$ cat config.mk
export PLATFORM = sky130hd
export DESIGN_NAME = paddle_array_flat
export DESIGN_NICKNAME = d
export VERILOG_FILES = /design/src/rtl/pong_pkg.sv /design/src/rtl/paddle_array_if.sv /design/src/rtl/paddle_channel.sv /design/src/rtl/paddle_array.sv /design/src/flat_wrapper.sv
export SDC_FILE = /design/constraint.sdc
export NUM_CORES = 1
export LEC_CHECK = 0
export CAP_MARGIN = 10
export CELL_PAD_IN_SITES_DETAIL_PLACEMENT = 0
export CELL_PAD_IN_SITES_GLOBAL_PLACEMENT = 1
export CORE_MARGIN = 2
export CORE_UTILIZATION = 40
export CTS_CLUSTER_SIZE = 40
export DETAILED_ROUTE_END_ITERATION = 10
export HOLD_SLACK_MARGIN = 0.12
export PLACE_DENSITY_LB_ADDON = 0.1
export SLEW_MARGIN = 10
export SYNTH_ARGS = -nofsm -noshare
export SYNTH_HDL_FRONTEND = slang
export SYNTH_HIERARCHICAL = 1
export SYNTH_SLANG_ARGS = --single-unit
$ cat constraint.sdc
create_clock -name clk -period 3.7 [get_ports clk]
set_input_delay 0.74 -clock clk [delete_from_list [all_inputs] [get_ports clk]]
set_output_delay 0.74 -clock clk [all_outputs]
set_load 0.05 [all_outputs]
$ cat src/rtl/pong_pkg.sv
// Shared definitions for the paddle video logic.
//   pad_state_e      : per-channel paddle sequencer state
//   DEF_HEIGHT_LOG2  : default paddle height exponent (16 lines)
//   DEF_SEG_W        : width of the segment index fed to the ball-angle logic
//   FRAME_LINES      : number of visible lines; paddles never draw past it
package pong_pkg;

   typedef enum logic [1:0] {
      PAD_IDLE   = 2'd0,
      PAD_DELAY  = 2'd1,
      PAD_ACTIVE = 2'd2,
      PAD_DONE   = 2'd3
   } pad_state_e;

   localparam int DEF_HEIGHT_LOG2 = 4;
   localparam int DEF_SEG_W       = DEF_HEIGHT_LOG2 - 1;
   localparam int FRAME_LINES     = 256;

endpackage

$ cat src/rtl/paddle_array_if.sv
// Bus between the video timing / player position logic (master) and the
// paddle generator (slave).
//   _hsync, _v256, _attract : active-low timing and mode levels
//   hpos_en                 : per-channel horizontal column window
//   vpos                    : packed vertical positions, channel i at [i*POS_W +: POS_W]
//   seg                     : packed segment index per channel
//   pad                     : per-channel paddle window
//   pad_any                 : OR of all pad bits
interface paddle_array_if
   import pong_pkg::*;
#(
   parameter int NUM_PADDLES = 2,
   parameter int POS_W       = 8,
   parameter int HEIGHT_LOG2 = DEF_HEIGHT_LOG2
);
   localparam int SEG_W = HEIGHT_LOG2 - 1;

   logic                           _hsync;
   logic                           _v256;
   logic                           _attract;
   logic [NUM_PADDLES-1:0]         hpos_en;
   logic [NUM_PADDLES*POS_W-1:0]   vpos;
   logic [NUM_PADDLES*SEG_W-1:0]   seg;
   logic [NUM_PADDLES-1:0]         pad;
   logic                           pad_any;

   modport master (
      output _hsync, _v256, _attract, hpos_en, vpos,
      input  seg, pad, pad_any
   );

   modport slave (
      input  _hsync, _v256, _attract, hpos_en, vpos,
      output seg, pad, pad_any
   );

endinterface

$ cat src/rtl/paddle_channel.sv
// One paddle channel: latches its position at frame start, waits that many
// lines, then opens a 2^HEIGHT_LOG2-line window.
//   clk_i, rst_ni        : clock, asynchronous active-low reset
//   line_evt_i           : one-cycle pulse at each line start
//   frame_evt_i          : one-cycle pulse at frame start (line 0)
//   v256_ni              : registered _v256 level; low = below line 255
//   attract_ni           : _attract level
//   hpos_en_i            : horizontal column window for this channel
//   vpos_i               : vertical position in lines
//   seg_o                : line-pair index inside the paddle while drawing
//   pad_o                : registered paddle window
//   pad_d_o              : next value of pad_o, for the shared OR in the top
module paddle_channel
   import pong_pkg::*;
#(
   parameter int POS_W        = 8,
   parameter int HEIGHT_LOG2  = DEF_HEIGHT_LOG2,
   parameter int ATTRACT_HIDE = 0
) (
   input  logic                    clk_i,
   input  logic                    rst_ni,
   input  logic                    line_evt_i,
   input  logic                    frame_evt_i,
   input  logic                    v256_ni,
   input  logic                    attract_ni,
   input  logic                    hpos_en_i,
   input  logic [POS_W-1:0]        vpos_i,
   output logic [HEIGHT_LOG2-2:0]  seg_o,
   output logic                    pad_o,
   output logic                    pad_d_o
);
   localparam int SEG_W = HEIGHT_LOG2 - 1;

   localparam logic [1:0] S_IDLE   = PAD_IDLE;
   localparam logic [1:0] S_DELAY  = PAD_DELAY;
   localparam logic [1:0] S_ACTIVE = PAD_ACTIVE;
   localparam logic [1:0] S_DONE   = PAD_DONE;

   logic [1:0]             state_q,  state_d;
   logic [POS_W-1:0]       shadow_q, shadow_d;
   logic [POS_W-1:0]       dly_q,    dly_d;
   logic [HEIGHT_LOG2-1:0] cnt_q,    cnt_d;
   logic [SEG_W-1:0]       seg_q,    seg_d;
   logic                   pad_q,    pad_d;
   logic                   hide;
   logic                   active_d;

   always_comb begin
      state_d  = state_q;
      shadow_d = shadow_q;
      dly_d    = dly_q;
      cnt_d    = cnt_q;
      if (frame_evt_i) begin
         // A line event landing on the same cycle is dropped: frame start is line 0.
         shadow_d = vpos_i;
         dly_d    = vpos_i;
         cnt_d    = '0;
         state_d  = (vpos_i == '0) ? S_ACTIVE : S_DELAY;
      end else if (!v256_ni) begin
         // Bottom of the visible frame clips the paddle; no wrap into the next frame.
         state_d = S_IDLE;
      end else if (line_evt_i) begin
         case (state_q)
            S_DELAY: begin
               dly_d = dly_q - 1'b1;
               if (dly_q == POS_W'(1)) state_d = S_ACTIVE;
            end
            S_ACTIVE: begin
               cnt_d = cnt_q + 1'b1;
               if (&cnt_q) state_d = S_DONE;
            end
            default: ;
         endcase
      end
   end

   // Outputs are registered from next-state so they line up with the state change.
   assign hide     = (ATTRACT_HIDE != 0) && !attract_ni;
   assign active_d = (state_d == S_ACTIVE);
   assign pad_d    = active_d && hpos_en_i && !hide;
   assign seg_d    = active_d ? cnt_d[HEIGHT_LOG2-1:1] : '0;

   always_ff @(posedge clk_i or negedge rst_ni) begin
      if (!rst_ni) begin
         state_q  <= S_IDLE;
         shadow_q <= '0;
         dly_q    <= '0;
         cnt_q    <= '0;
         seg_q    <= '0;
         pad_q    <= 1'b0;
      end else begin
         state_q  <= state_d;
         shadow_q <= shadow_d;
         dly_q    <= dly_d;
         cnt_q    <= cnt_d;
         seg_q    <= seg_d;
         pad_q    <= pad_d;
      end
   end

   assign seg_o   = seg_q;
   assign pad_o   = pad_q;
   assign pad_d_o = pad_d;

endmodule

$ cat src/rtl/paddle_array.sv
// Paddle window generator for NUM_PADDLES players. Shared edge detectors turn
// _hsync falls into line events and _v256 rises into frame events; each
// channel then runs its own line counter against its latched position.
//   clk     : system clock
//   _reset  : asynchronous active-low reset
//   bus     : paddle_array_if slave (timing/position in, seg/pad/pad_any out)
module paddle_array
   import pong_pkg::*;
#(
   parameter int NUM_PADDLES  = 2,
   parameter int POS_W        = 8,
   parameter int HEIGHT_LOG2  = DEF_HEIGHT_LOG2,
   parameter int ATTRACT_HIDE = 0
) (
   input  logic          clk,
   input  logic          _reset,
   paddle_array_if.slave bus
);
   localparam int SEG_W = HEIGHT_LOG2 - 1;

   logic                         hsync_q, hsync_dly_q;
   logic                         v256_q,  v256_dly_q;
   logic                         line_evt, frame_evt;
   logic                         pad_any_q;
   logic [NUM_PADDLES-1:0]       pad_w, pad_d_w;
   logic [NUM_PADDLES*SEG_W-1:0] seg_w;

   // Edge registers reset high so releasing reset never fakes an edge.
   always_ff @(posedge clk or negedge _reset) begin
      if (!_reset) begin
         hsync_q     <= 1'b1;
         hsync_dly_q <= 1'b1;
         v256_q      <= 1'b1;
         v256_dly_q  <= 1'b1;
         pad_any_q   <= 1'b0;
      end else begin
         hsync_q     <= bus._hsync;
         hsync_dly_q <= hsync_q;
         v256_q      <= bus._v256;
         v256_dly_q  <= v256_q;
         pad_any_q   <= |pad_d_w;
      end
   end

   assign line_evt  = hsync_dly_q & ~hsync_q;
   assign frame_evt = v256_q & ~v256_dly_q;

   for (genvar i = 0; i < NUM_PADDLES; i++) begin : g_ch
      paddle_channel #(
         .POS_W        (POS_W),
         .HEIGHT_LOG2  (HEIGHT_LOG2),
         .ATTRACT_HIDE (ATTRACT_HIDE)
      ) u_ch (
         .clk_i       (clk),
         .rst_ni      (_reset),
         .line_evt_i  (line_evt),
         .frame_evt_i (frame_evt),
         .v256_ni     (v256_q),
         .attract_ni  (bus._attract),
         .hpos_en_i   (bus.hpos_en[i]),
         .vpos_i      (bus.vpos[i*POS_W +: POS_W]),
         .seg_o       (seg_w[i*SEG_W +: SEG_W]),
         .pad_o       (pad_w[i]),
         .pad_d_o     (pad_d_w[i])
      );
   end

   assign bus.seg     = seg_w;
   assign bus.pad     = pad_w;
   assign bus.pad_any = pad_any_q;

endmodule

$ cat src/flat_wrapper.sv
// flat-port wrapper written by rule: the top's interface ports become plain ports
module paddle_array_flat import pong_pkg::*;
#(
   parameter int NUM_PADDLES  = 2,
   parameter int POS_W        = 8,
   parameter int HEIGHT_LOG2  = DEF_HEIGHT_LOG2,
   parameter int ATTRACT_HIDE = 0
)
  (clk, _reset, bus__hsync, bus__v256, bus__attract, bus_hpos_en, bus_vpos, bus_seg, bus_pad, bus_pad_any);
  paddle_array_if #(.NUM_PADDLES(NUM_PADDLES), .POS_W(POS_W), .HEIGHT_LOG2(HEIGHT_LOG2)) bus_i ();
  input  logic clk;
  input  logic _reset;
  input wire logic [$bits(bus_i._hsync)-1:0] bus__hsync;
  input wire logic [$bits(bus_i._v256)-1:0] bus__v256;
  input wire logic [$bits(bus_i._attract)-1:0] bus__attract;
  input wire logic [$bits(bus_i.hpos_en)-1:0] bus_hpos_en;
  input wire logic [$bits(bus_i.vpos)-1:0] bus_vpos;
  output wire logic [$bits(bus_i.seg)-1:0] bus_seg;
  output wire logic [$bits(bus_i.pad)-1:0] bus_pad;
  output wire logic [$bits(bus_i.pad_any)-1:0] bus_pad_any;
  assign bus_i._hsync = bus__hsync;
  assign bus_i._v256 = bus__v256;
  assign bus_i._attract = bus__attract;
  assign bus_i.hpos_en = bus_hpos_en;
  assign bus_i.vpos = bus_vpos;
  assign bus_seg = bus_i.seg;
  assign bus_pad = bus_i.pad;
  assign bus_pad_any = bus_i.pad_any;
  paddle_array #(.NUM_PADDLES(NUM_PADDLES), .POS_W(POS_W), .HEIGHT_LOG2(HEIGHT_LOG2), .ATTRACT_HIDE(ATTRACT_HIDE)) u_core (.clk(clk), ._reset(_reset), .bus(bus_i));
endmodule
Yosys cells after proc, flatten, opt, wreduce, memory -nomap -nowiden
Cells that the tools add are included.
Storage, ports and cells
  output and inout port bits: 9
  bits of input ports: 23
  bits in registers: 41
Cells by class
  add/subtract/negate cells: 4
  eq/ne operators: 8
  reduce and logical (&&, ||, !) cells: 17
  muxes and demuxes: 32
  bitwise operators: 4
Operators by type and width (count)
  $mux 8: 8
  $mux 4: 8
  $mux 2: 12
  $eq 8x1->1 const B: 2
  $logic_not 8->1: 2
  $sub 8x1->8 const B: 2
  $reduce_and 3->1: 4
  $reduce_bool 2->1: 6
  $add 4x1->4 const B: 2
  $eq 2x2->1 const B: 4
  $pmux 2 s2: 2
  $reduce_and 4->1: 2
  $mux 3: 2
  $eq 2x1->1 const B: 2
  $and 1x1->1: 2
  $logic_and 1x1->1: 2
  $not 1->1: 2
  $reduce_or 2->1: 1

Logic depth before layout (Yosys ltp)
Gate-level depths: netlist (run 1).
  word-level depth: 9
  mapped depth: 7

Cells and area by module
The synthesis (run 1) kept the hierarchy.
Modules (own cells, without submodules)
  paddle_channel at u_core.g_ch[1].u_ch: cells each 102, area an instance 985.9 sq um, instances 1
  paddle_channel at u_core.g_ch[0].u_ch: cells each 102, area an instance 972.2 sq um, instances 1
  paddle_array: cells each 8, area an instance 148.9 sq um, instances 1

Least setup slack after synthesis (run 1)
OpenSTA, ideal clock, no wires.
  path kind: reg2reg
  start point: register u_core.hsync_dly_q
  end point: register u_core.pad_any_q, in the netlist u_core/bus.pad_any
  data arrival time: 2.104 ns
  slack: 1.471 ns
  cell stages (with the launch flop): 6
  buffers on the path: 0
  setup time: 0.124 ns
  period minus slack after synthesis: 2.229 ns
  data required time: 3.576 ns
  cells stage by stage: dfstp_2 > nor2b_1 > or3b_1 > o31ai_1 > o31ai_1 > or2_1
Between the ends
  word-level cells in the longest chain between the ends: 7
Ends and longest elaborated chain
  from (decl): RTL line paddle_array.sv:21  | logic hsync_q, hsync_dly_q;
  from (signal assigned): RTL line paddle_array.sv:38  | hsync_dly_q <= hsync_q;
  $and 1x1->1: RTL line paddle_array.sv:45  | assign line_evt = hsync_dly_q & ~hsync_q;
  net u_core.line_evt: RTL line paddle_array.sv:23  | logic line_evt, frame_evt;
  $mux 2: RTL line paddle_channel.sv:62  | end else if (line_evt_i) begin
  $mux 2: RTL line paddle_channel.sv:59  | end else if (!v256_ni) begin
  $mux 2: RTL line paddle_channel.sv:53  | if (frame_evt_i) begin
  $eq 2x2->1: RTL line paddle_channel.sv:79  | assign active_d = (state_d == S_ACTIVE);
  $logic_and 1x1->1: RTL line paddle_channel.sv:80  | assign pad_d = active_d && hpos_en_i && !hide;
  net u_core.pad_d_w[1]: RTL line paddle_array.sv:25  | logic [NUM_PADDLES-1:0] pad_w, pad_d_w;
  $reduce_or 2->1: RTL line paddle_array.sv:41  | pad_any_q <= |pad_d_w;
  to (signal assigned): RTL line paddle_array.sv:41
  to (decl): RTL line paddle_array.sv:24  | logic pad_any_q;
The timed path passes the listed nets, and every way through them passes these cells.
A chain may end at the register's enable or synchronous reset.

Worst setup path in the final report (run 1)
Ends and elaborated chain as after synthesis.

==> results.sh, run 1 <==
export IMPL_status="finished clean"
export IMPL_path_common_cell="o31ai_1"
export IMPL_start_util_pct=41.3
export IMPL_syn_area_um2=2110
export IMPL_ios=32
export IMPL_dp_slack_ps=1020
export IMPL_synth_top_area_cell="dfrtp_1"
export IMPL_first_pass_iters=4
export IMPL_crit_buf_inv=0
export IMPL_ys_flop_type="dfrtp_1"
export IMPL_routed_wl_um=4130
export IMPL_cp_slowest_cell="nor2b_1"
export IMPL_drive_above_1_share_pct=10.1
export IMPL_slew_limit_headroom_pct=39.4
export IMPL_ys_types=35
export IMPL_overflow=0
export IMPL_dp_cells=309
export IMPL_regArea_um2=1030
export IMPL_drt_iter0_markers=94
export IMPL_antenna_cells=0
export IMPL_cp_max_fo=13
export IMPL_yosysMostFrequentCell="dfrtp_1"
export IMPL_fin_crit_ps=2710
export IMPL_synth_area_leaders="dfrtp_1 44%, ha_1 5.9%, dfstp_2 5.0%, xor2_1 5.0%, o21ai_0 3.8%"
export IMPL_ys_warn_count=6
export IMPL_path_depth=5
export IMPL_critPathRequiredTime_ps=3880
export IMPL_antenna_found_initial=0
export IMPL_min_period_over_period_pct=73.2
export IMPL_ys_top_cells_by_count="37 x dfrtp_1, 19 x nor2_1, 17 x nand2_1"
export IMPL_coreArea_um2=5110
export IMPL_crit_path_max_incr_delay_ps=660
export IMPL_timing_rr_end="u_core/bus.pad_any"
export IMPL_grt_setup_unrepaired="false"
export IMPL_numClockSinks=41
export IMPL_tightest_slew_ps=908
export IMPL_h_tree_depth=2
export IMPL_fin_cells=317
export IMPL_via_count=1582
export IMPL_final_max_slew_viol_count=0
export IMPL_wire_per_inst_um=13.0
export IMPL_grt_pass1_vias=1564
export IMPL_cts_tree="built"
export IMPL_ctsHoldBuffers=0
export IMPL_crit_type="reg2reg"
export IMPL_grt_pass1_wl_um=7290
export IMPL_syn_to_final_growth_pct=22.6
export IMPL_worstSetupEndpointType="register"
export IMPL_cp_arrival_ps=2880
export IMPL_via_per_inst=4.99
export IMPL_fin_tns_setup_ps=0
export IMPL_power_leakage_nw=1.11
export IMPL_io_buffers=30
export IMPL_synthCells=212
export IMPL_cap_viol_max_count=0
export IMPL_endpoint="u_core/bus.pad_any"
export IMPL_r2r_setup_slack_ps=990
export IMPL_synth_seq_area_share_pct=48.9
export IMPL_synth_avg_cell_area_um2=9.94
export IMPL_synth_edff_count=0
export IMPL_r2r_start="u_core/hsync_dly_q"
export IMPL_finalHoldViolCount=0
export IMPL_place_hpwl_um=2940
export IMPL_fin_nets=279
export IMPL_cts_buffers=5
export IMPL_clock_latency_ps=290
export IMPL_postCtsSetupBuffers=0
export IMPL_core_rowCount=26
export IMPL_critPathLaunch="u_core/hsync_dly_q"
export IMPL_ys_async_sr_fraction_pct=100
export IMPL_fin_hold_ws_ps=370
export IMPL_gp_congestion=0.731
export IMPL_synth_top_area_share_pct=43.9
export IMPL_fmax_mhz=369
export IMPL_clock_root_buffer="clkbuf_8"
export IMPL_ir_drop_uv=148
export IMPL_crit_family="simple AND/OR/NAND/NOR gates"
export IMPL_cts_resized=0
export IMPL_multiInputGateArea_um2=1010
export IMPL_dieArea_um2=5860
export IMPL_fin_ws_ps=993
export IMPL_synth_net_count=245
export IMPL_setup_viol=0
export IMPL_synth_seq_cells=41
export IMPL_drc=0
export IMPL_fill_cells=470
export IMPL_crit_path_cell_trace="nor2b_1 > or3b_1 > o31ai_1 > o31ai_1 > or2_1"
export IMPL_die_x_um=76.6
export IMPL_cp_start_kind="register"
export IMPL_ant_nets=0
export IMPL_clkTransAtPathRegs_ps=80
export IMPL_cts_buffer_depth=2
export IMPL_die_y_um=76.6
export IMPL_grt_max_degree=42
export IMPL_reg2reg_depth=5
export IMPL_fin_skew_ps=8.93
export IMPL_powerDensity_nw_per_um2=378
export IMPL_grt_usage_pct=15.6
export IMPL_hold_path_class="reg2reg"
[worst register-to-register path, stage by stage, from the launching register on]
cell     delay (ps)
dfstp_2         510
nor2b_1         660
or3b_1          460
o31ai_1         570
o31ai_1         150
or2_1           240
[layer usage]
metal / track usage [%] / share of wire [%]
met1: 20.5 / 49
met3: 3.55 / 3.4
met5: 0 / 0
met4: 4.91 / 1.0
met2: 25.5 / 46
[report_power, final]
group          total (W)  switching [W]  internal, W  leakage, nW
clock           0.000287       0.000157     0.000130       0.0439
combinational   0.000164      0.0000859    0.0000776        0.536
sequential      0.000526      0.0000406     0.000485        0.526
total           0.000976       0.000284     0.000693         1.11
[cell type report]
cell class | instances | area share, %
sequential | 41 | 39.9
multi-input combinational | 152 | 39.2
timing repair buffer | 33 | 12.3
tap | 70 | 3.39
clock buffer | 5 | 2.66
inverter | 13 | 1.89
clock inverter | 3 | 0.678
[through the flow]
stage          instance area [µm²]  util (%)  total power [W]
2_1_floorplan                 2110         -         0.000629
3_3_place_gp                  2500      48.9         0.000697
3_5_place_dp                  2500      48.9         0.000698
4_1_cts                       2580      50.6         0.000992
5_1_grt                       2580      50.6          0.00103
6_report                      2580      50.6         0.000976
[worst min-delay path by stage]
| stage | start | to | slack [ps] | depth (start not counted) |
|---|---|---|---|---|
| after floorplan | u_core/hsync_q | u_core/hsync_dly_q | 350 | 0 |
| after global placement | u_core/hsync_q | u_core/hsync_dly_q | 360 | 0 |
| after detailed placement | u_core/hsync_q | u_core/hsync_dly_q | 360 | 0 |
| after CTS | u_core/hsync_q | u_core/hsync_dly_q | 370 | 0 |
| after global routing | u_core/hsync_q | u_core/hsync_dly_q | 380 | 0 |
| final | u_core/hsync_q | u_core/hsync_dly_q | 370 | 0 |
[registers in the layout, summed over array words and instances (netlist names)]
signal	cells
u_core/bus.pad_any	1
u_core/g_ch.u_ch/cnt_q	8
u_core/g_ch.u_ch/dly_q	16
u_core/g_ch.u_ch/pad_o	2
u_core/g_ch.u_ch/seg_o	6
u_core/g_ch.u_ch/state_q	4
u_core/hsync_dly_q	1
u_core/hsync_q	1
u_core/v256_dly_q	1
u_core/v256_q	1
[logic make-up after synthesis]
kind of cell,after synthesis,synth area share (%)
multiplexers,4,2.02
flip-flops,41,48.9
adder cells (fa/ha/maj),10,5.94
XOR/XNOR,20,8.31
AO/OA/AOI/OAI,31,9.68
AND/OR/NAND/NOR,87,21.7
buffers and inverters,19,3.38
[layout by cell type, fill, tap and decap left out, types with 2 or more instances in the layout]
| cell type | n |
|---|---|
| nor4_1 | 12 |
| clkdlybuf4s50_1 | 29 |
| nand2_1 | 17 |
| buf_4 | 3 |
| nand4_1 | 6 |
| and4_1 | 2 |
| dfstp_2 | 4 |
| nor2b_1 | 6 |
| clkinv_2 | 2 |
| clkbuf_8 | 5 |
| dfrtp_1 | 37 |
| a211oi_1 | 3 |
| mux2i_1 | 2 |
| o21ai_0 | 16 |
| inv_1 | 13 |
| nand3_1 | 8 |
| nor2_1 | 19 |
| ha_1 | 10 |
| nor3_1 | 6 |
| o31ai_1 | 2 |
| mux2_2 | 2 |
| a21oi_1 | 5 |
| xor2_1 | 12 |
| xnor2_1 | 8 |
| and3_1 | 2 |
No activity file was read; power rests on OpenSTA's default activity.
==> run 2: changes to the inputs <==
==> constraint.sdc (replaced) <==
create_clock -name clk -period 2.83 [get_ports clk]
set_input_delay 0.566 -clock clk [delete_from_list [all_inputs] [get_ports clk]]
set_output_delay 0.566 -clock clk [all_outputs]
set_load 0.05 [all_outputs]
==> run 2 against run 1 <==
Compared with the run above: clock power increased by 34%; power grew 32%; first-iteration DRC count down 23%; largest cell class unchanged.
==> results.sh, run 2 (same netlist as run 1, synthesis figures left out) <==
export IMPL_setup_viol=0
export IMPL_r2r_setup_slack_ps=400
export IMPL_grt_pass1_vias=1631
export IMPL_min_period_over_period_pct=85.8
export IMPL_r2r_start="u_core/g_ch[0].u_ch/dly_q[1]"
export IMPL_grt_setup_unrepaired="false"
export IMPL_cp_start_kind="register"
export IMPL_coreArea_um2=5110
export IMPL_regMostFlops="u_core/g_ch.u_ch/dly_q"
export IMPL_grt_pass1_wl_um=7450
export IMPL_fin_nets=282
export IMPL_fin_tns_setup_ps=0
export IMPL_first_pass_iters=4
export IMPL_gp_congestion=0.759
export IMPL_overflow=0
export IMPL_final_max_slew_viol_count=0
export IMPL_ir_drop_uv=237
export IMPL_dp_slack_ps=454
export IMPL_ios=32
export IMPL_grt_max_degree=42
export IMPL_die_y_um=76.6
export IMPL_status="finished clean"
export IMPL_h_tree_depth=2
export IMPL_io_buffers=30
export IMPL_grt_usage_pct=15.9
export IMPL_antenna_found_initial=0
export IMPL_routed_wl_um=4130
export IMPL_p_seq_share_pct=53.0
export IMPL_drive_above_1_share_pct=11.2
export IMPL_clock_root_buffer="clkbuf_8"
export IMPL_hold_path_class="reg2reg"
export IMPL_via_per_inst=4.99
export IMPL_fin_crit_ps=2430
export IMPL_place_hpwl_um=2960
export IMPL_p_int_w=0.000914
export IMPL_finalHoldViolCount=0
export IMPL_cts_resized=0
export IMPL_critPathRequiredTime_ps=3060
export IMPL_postCtsSetupBuffers=0
export IMPL_ant_nets=0
export IMPL_cp_arrival_ps=2660
export IMPL_cts_tree="built"
export IMPL_cts_buffers=5
export IMPL_power_w=0.00129
export IMPL_layout_commonest_cell="dfrtp_1"
export IMPL_reg2reg_depth=7
export IMPL_slew_limit_headroom_pct=40.5
export IMPL_cp_max_fo=5
export IMPL_drc=0
export IMPL_start_util_pct=41.3
export IMPL_numClockSinks=41
export IMPL_via_count=1596
export IMPL_final_cell_mix="37 x dfrtp_1, 29 x clkdlybuf4s50_1, 19 x nor2_1"
export IMPL_largest_reg_flops=16
export IMPL_cap_viol_max_count=0
export IMPL_syn_to_final_growth_pct=23.9
export IMPL_cts_buffer_depth=2
export IMPL_core_rowCount=26
export IMPL_wire_per_inst_um=12.9
export IMPL_fin_skew_ps=7.63
export IMPL_drt_iter0_markers=72
export IMPL_fmax_mhz=412
export IMPL_tightest_slew_ps=892
export IMPL_clock_latency_ps=290
export IMPL_critPathLaunch="u_core/g_ch[0].u_ch/dly_q[1]"
export IMPL_clkTransAtPathRegs_ps=80
export IMPL_power_leakage_nw=1.12
export IMPL_die_x_um=76.6
export IMPL_worstSetupEndpointType="register"
export IMPL_fin_ws_ps=401
export IMPL_hold_depth=0
export IMPL_dieArea_um2=5860
export IMPL_powerDensity_nw_per_um2=494
export IMPL_crit_type="reg2reg"
export IMPL_ctsHoldBuffers=0
export IMPL_antenna_cells=0
export IMPL_timing_rr_end="u_core/bus.pad_any"
export IMPL_clockPowerShare_pct=29.8
export IMPL_p_switching_w=0.000375
export IMPL_swShare_pct=29.1
export IMPL_endpoint="u_core/bus.pad_any"
export IMPL_power_frac_comb_pct=17.2
[run 2: cell types whose count changed in the layout (fill, tap and decap cells not counted), sizes merged]
cell,change
buf,+3
clkinv,-1
inv,+1
[run 2: metal layers]
layer	vias up	GRT usage, %	wire length [µm]
met5	-	0	0
met3	5	3.67	156
met1	746	20.1	1990
met4	0	4.91	44
met2	28	27.1	1930
li1	817	-	-
[run 2: area by class of cell]
cell class,count,area (µm²)
fill,510,2500
sequential,41,1030
multi-input combinational,152,1010
timing repair buffer,36,340
tap,70,87.6
clock buffer,5,68.8
inverter,13,48.8
clock inverter,3,21.3
[run 2: worst min path at each step]
| stage | start | end | slack, ps |
|---|---|---|---|
| 2_1_floorplan | _reset | u_core/bus.pad_any | 270 |
| 3_3_place_gp | u_core/hsync_q | u_core/hsync_dly_q | 360 |
| 3_5_place_dp | u_core/hsync_q | u_core/hsync_dly_q | 360 |
| 4_1_cts | u_core/hsync_q | u_core/hsync_dly_q | 370 |
| 5_1_grt | u_core/hsync_q | u_core/hsync_dly_q | 380 |
| 6_report | u_core/hsync_q | u_core/hsync_dly_q | 370 |
[run 2: critical path, stage by stage, from the launching register on]
cell	delay, ps
dfrtp_1	420
inv_1	90
ha_1	140
or4b_1	450
or3_1	320
a32o_2	320
a2111oi_2	470
or2_1	160
[run 2: power groups by stage]
stage          Combinational (W)  Clock [W]  Sequential (W)
6_report                0.000221   0.000384        0.000684
5_1_grt                 0.000252   0.000428        0.000691
4_1_cts                 0.000225   0.000406        0.000684
3_5_place_dp            0.000222          0        0.000695
3_3_place_gp            0.000220          0        0.000695
2_1_floorplan           0.000128          0        0.000694
[run 2: metrics by stage]
stage | utilization (%) | std cells | instance area, µm² | hold WS, ps
floorplan | - | 212 | 2110 | 270
global placement | 49.3 | 312 | 2520 | 358
detailed placement | 49.3 | 312 | 2520 | 361
CTS | 51.1 | 320 | 2610 | 374
global route | 51.1 | 320 | 2610 | 376
finish | 51.1 | 320 | 2610 | 372
==> run 3: changes to the inputs <==
--- a/config.mk
+++ b/config.mk
@@ -8,8 +8,8 @@
 export CAP_MARGIN = 10
 export CELL_PAD_IN_SITES_DETAIL_PLACEMENT = 0
 export CELL_PAD_IN_SITES_GLOBAL_PLACEMENT = 1
-export CORE_MARGIN = 2
-export CORE_UTILIZATION = 40
+export CORE_MARGIN = 4
+export CORE_UTILIZATION = 41
 export CTS_CLUSTER_SIZE = 40
 export DETAILED_ROUTE_END_ITERATION = 10
 export HOLD_SLACK_MARGIN = 0.12
==> run 3 against run 2 <==
Compared with the run above: power is essentially flat; die area rose by 8.3%; non-clock buffer count decreased by 1; core utilization rose by 2.5 points; count of clock-buffer cells in the layout up 3; final area decreased by 0.43%; critical endpoint unchanged.
==> results.sh, run 3 (same netlist as run 1, synthesis figures left out) <==
export IMPL_status="finished clean"
export IMPL_cts_tree="built"
export IMPL_slew_limit_headroom_pct=40.1
export IMPL_swShare_pct=27.3
export IMPL_p_int_w=0.000937
export IMPL_crit_type="reg2reg"
export IMPL_fill_cells=457
export IMPL_core_rowCount=25
export IMPL_cp_slowest_cell="a2111oi_2"
export IMPL_power_frac_comb_pct=16.6
export IMPL_grt_pass1_vias=1575
export IMPL_final_max_slew_viol_count=0
export IMPL_powerDensity_nw_per_um2=496
export IMPL_crit_path_max_incr_delay_ps=480
export IMPL_setup_viol=0
export IMPL_antenna_found_initial=0
export IMPL_tightest_slew_ps=898
export IMPL_grt_setup_unrepaired="false"
export IMPL_r2r_setup_slack_ps=400
export IMPL_regArea_um2=1030
export IMPL_first_pass_iters=4
export IMPL_coreArea_um2=4850
export IMPL_grt_pass1_wl_um=7160
export IMPL_gp_congestion=0.766
export IMPL_place_hpwl_um=2950
export IMPL_numClockSinks=41
export IMPL_die_y_um=79.7
export IMPL_critPathRequiredTime_ps=3060
export IMPL_via_per_inst=5.06
export IMPL_clockPowerShare_pct=30.1
export IMPL_final_cell_mix="37 x dfrtp_1, 29 x clkdlybuf4s50_1, 19 x nor2_1"
export IMPL_grt_max_degree=42
export IMPL_start_util_pct=43.5
export IMPL_fin_crit_ps=2430
export IMPL_worstSetupEndpointType="register"
export IMPL_overflow=0
export IMPL_fin_tns_setup_ps=0
export IMPL_postLayoutCoreUtil_pct=53.6
export IMPL_drive_above_1_share_pct=10.0
export IMPL_die_x_um=79.7
export IMPL_cap_viol_max_count=0
export IMPL_largest_reg_flops=16
export IMPL_cts_resized=0
export IMPL_post_dp_cell_area_um2=2510
export IMPL_fmax_mhz=411
export IMPL_via_count=1599
export IMPL_h_tree_depth=2
export IMPL_clock_latency_ps=290
export IMPL_layout_commonest_cell="dfrtp_1"
export IMPL_p_switching_w=0.000352
export IMPL_ir_drop_uv=201
export IMPL_postCtsSetupBuffers=0
export IMPL_multiInputGateArea_um2=1010
export IMPL_clkTransAtPathRegs_ps=80
export IMPL_finalHoldViolCount=0
export IMPL_hold_path_class="reg2reg"
export IMPL_cp_arrival_ps=2660
export IMPL_wire_per_inst_um=12.9
export IMPL_fin_nets=281
export IMPL_cp_max_fo=5
export IMPL_reg2reg_depth=7
export IMPL_drc=0
export IMPL_hold_depth=0
export IMPL_ant_nets=0
export IMPL_whs_endpoint="u_core/hsync_dly_q"
export IMPL_r2r_start="u_core/g_ch[0].u_ch/dly_q[1]"
export IMPL_min_delay_start="u_core/hsync_q"
export IMPL_crit_family="simple AND/OR/NAND/NOR gates"
export IMPL_ios=32
export IMPL_io_buffers=30
export IMPL_path_depth=7
export IMPL_stdcell_area_um2=2600
export IMPL_crit_buf_inv=1
export IMPL_p_seq_share_pct=53.2
export IMPL_ctsHoldBuffers=0
export IMPL_grt_usage_pct=14.7
export IMPL_power_leakage_nw=1.12
export IMPL_crit_path_cell_trace="inv_1 > ha_1 > or4b_1 > or3_1 > a32o_2 > a2111oi_2 > or2_1"
export IMPL_power_w=0.00129
export IMPL_antenna_cells=0
export IMPL_cts_buffer_depth=2
export IMPL_regMostFlops="u_core/g_ch.u_ch/dly_q"
export IMPL_drt_iter0_markers=81
export IMPL_cp_start_kind="register"
export IMPL_dieArea_um2=6350
export IMPL_min_period_over_period_pct=86.0
export IMPL_timing_rr_end="u_core/bus.pad_any"
export IMPL_fin_skew_ps=4.44
export IMPL_syn_to_final_growth_pct=23.3
export IMPL_cts_buffers=5
export IMPL_routed_wl_um=4080
export IMPL_clock_root_buffer="clkbuf_8"
==> run 3: cell types whose count changed in the layout (fill, tap and decap cells not counted), sizes merged <==
| cell | before | now |
|---|---|---|
| buf | 7 | 6 |
| clkbuf | 5 | 8 |
| clkinvlp | 1 | 0 |
| clkinv | 1 | 0 |
| inv | 14 | 13 |
==> run 3: worst max-delay path by stage <==
stage | to | start | slack (ps)
after floorplan | u_core/bus.pad_any | u_core/hsync_dly_q | 600
after global placement | u_core/bus.pad_any | u_core/g_ch[0].u_ch/dly_q[1] | 430
after detailed placement | u_core/bus.pad_any | u_core/g_ch[0].u_ch/dly_q[1] | 430
after CTS | u_core/bus.pad_any | u_core/g_ch[0].u_ch/dly_q[1] | 400
after global routing | u_core/bus.pad_any | u_core/g_ch[0].u_ch/dly_q[1] | 260
final | u_core/bus.pad_any | u_core/g_ch[0].u_ch/dly_q[1] | 400
==> run 3: metrics by stage <==
| step | hold WS (ps) | instances | setup WS, ps |
|---|---|---|---|
| floorplan | 270 | 212 | 601 |
| global placement | 359 | 308 | 425 |
| detailed placement | 358 | 308 | 426 |
| CTS | 368 | 316 | 398 |
| global route | 375 | 316 | 263 |
| finish | 367 | 316 | 397 |
==> run 3: layout make-up <==
| class | count | share of cell area, % |
|---|---|---|
| sequential | 41 | 39.7 |
| tap | 67 | 3.23 |
| multi-input combinational | 152 | 39.0 |
| timing repair buffer | 35 | 12.8 |
| inverter | 13 | 1.88 |
| clock buffer | 8 | 3.47 |
==> run 3: power groups by stage <==
stage                     logic [W]  clock network, W  registers (W)
after global placement     0.000216                 0       0.000697
after CTS                  0.000219          0.000407       0.000687
after floorplan            0.000128                 0       0.000694
after detailed placement   0.000218                 0       0.000697
final                      0.000214          0.000388       0.000686
after global routing       0.000247          0.000441       0.000695
==> run 3: layer usage <==
layer	track usage [%]	share of wire, %
met1	18.8	48
met2	23.8	45
met3	4.29	5.0
met4	4.64	1.4
met5	0	0
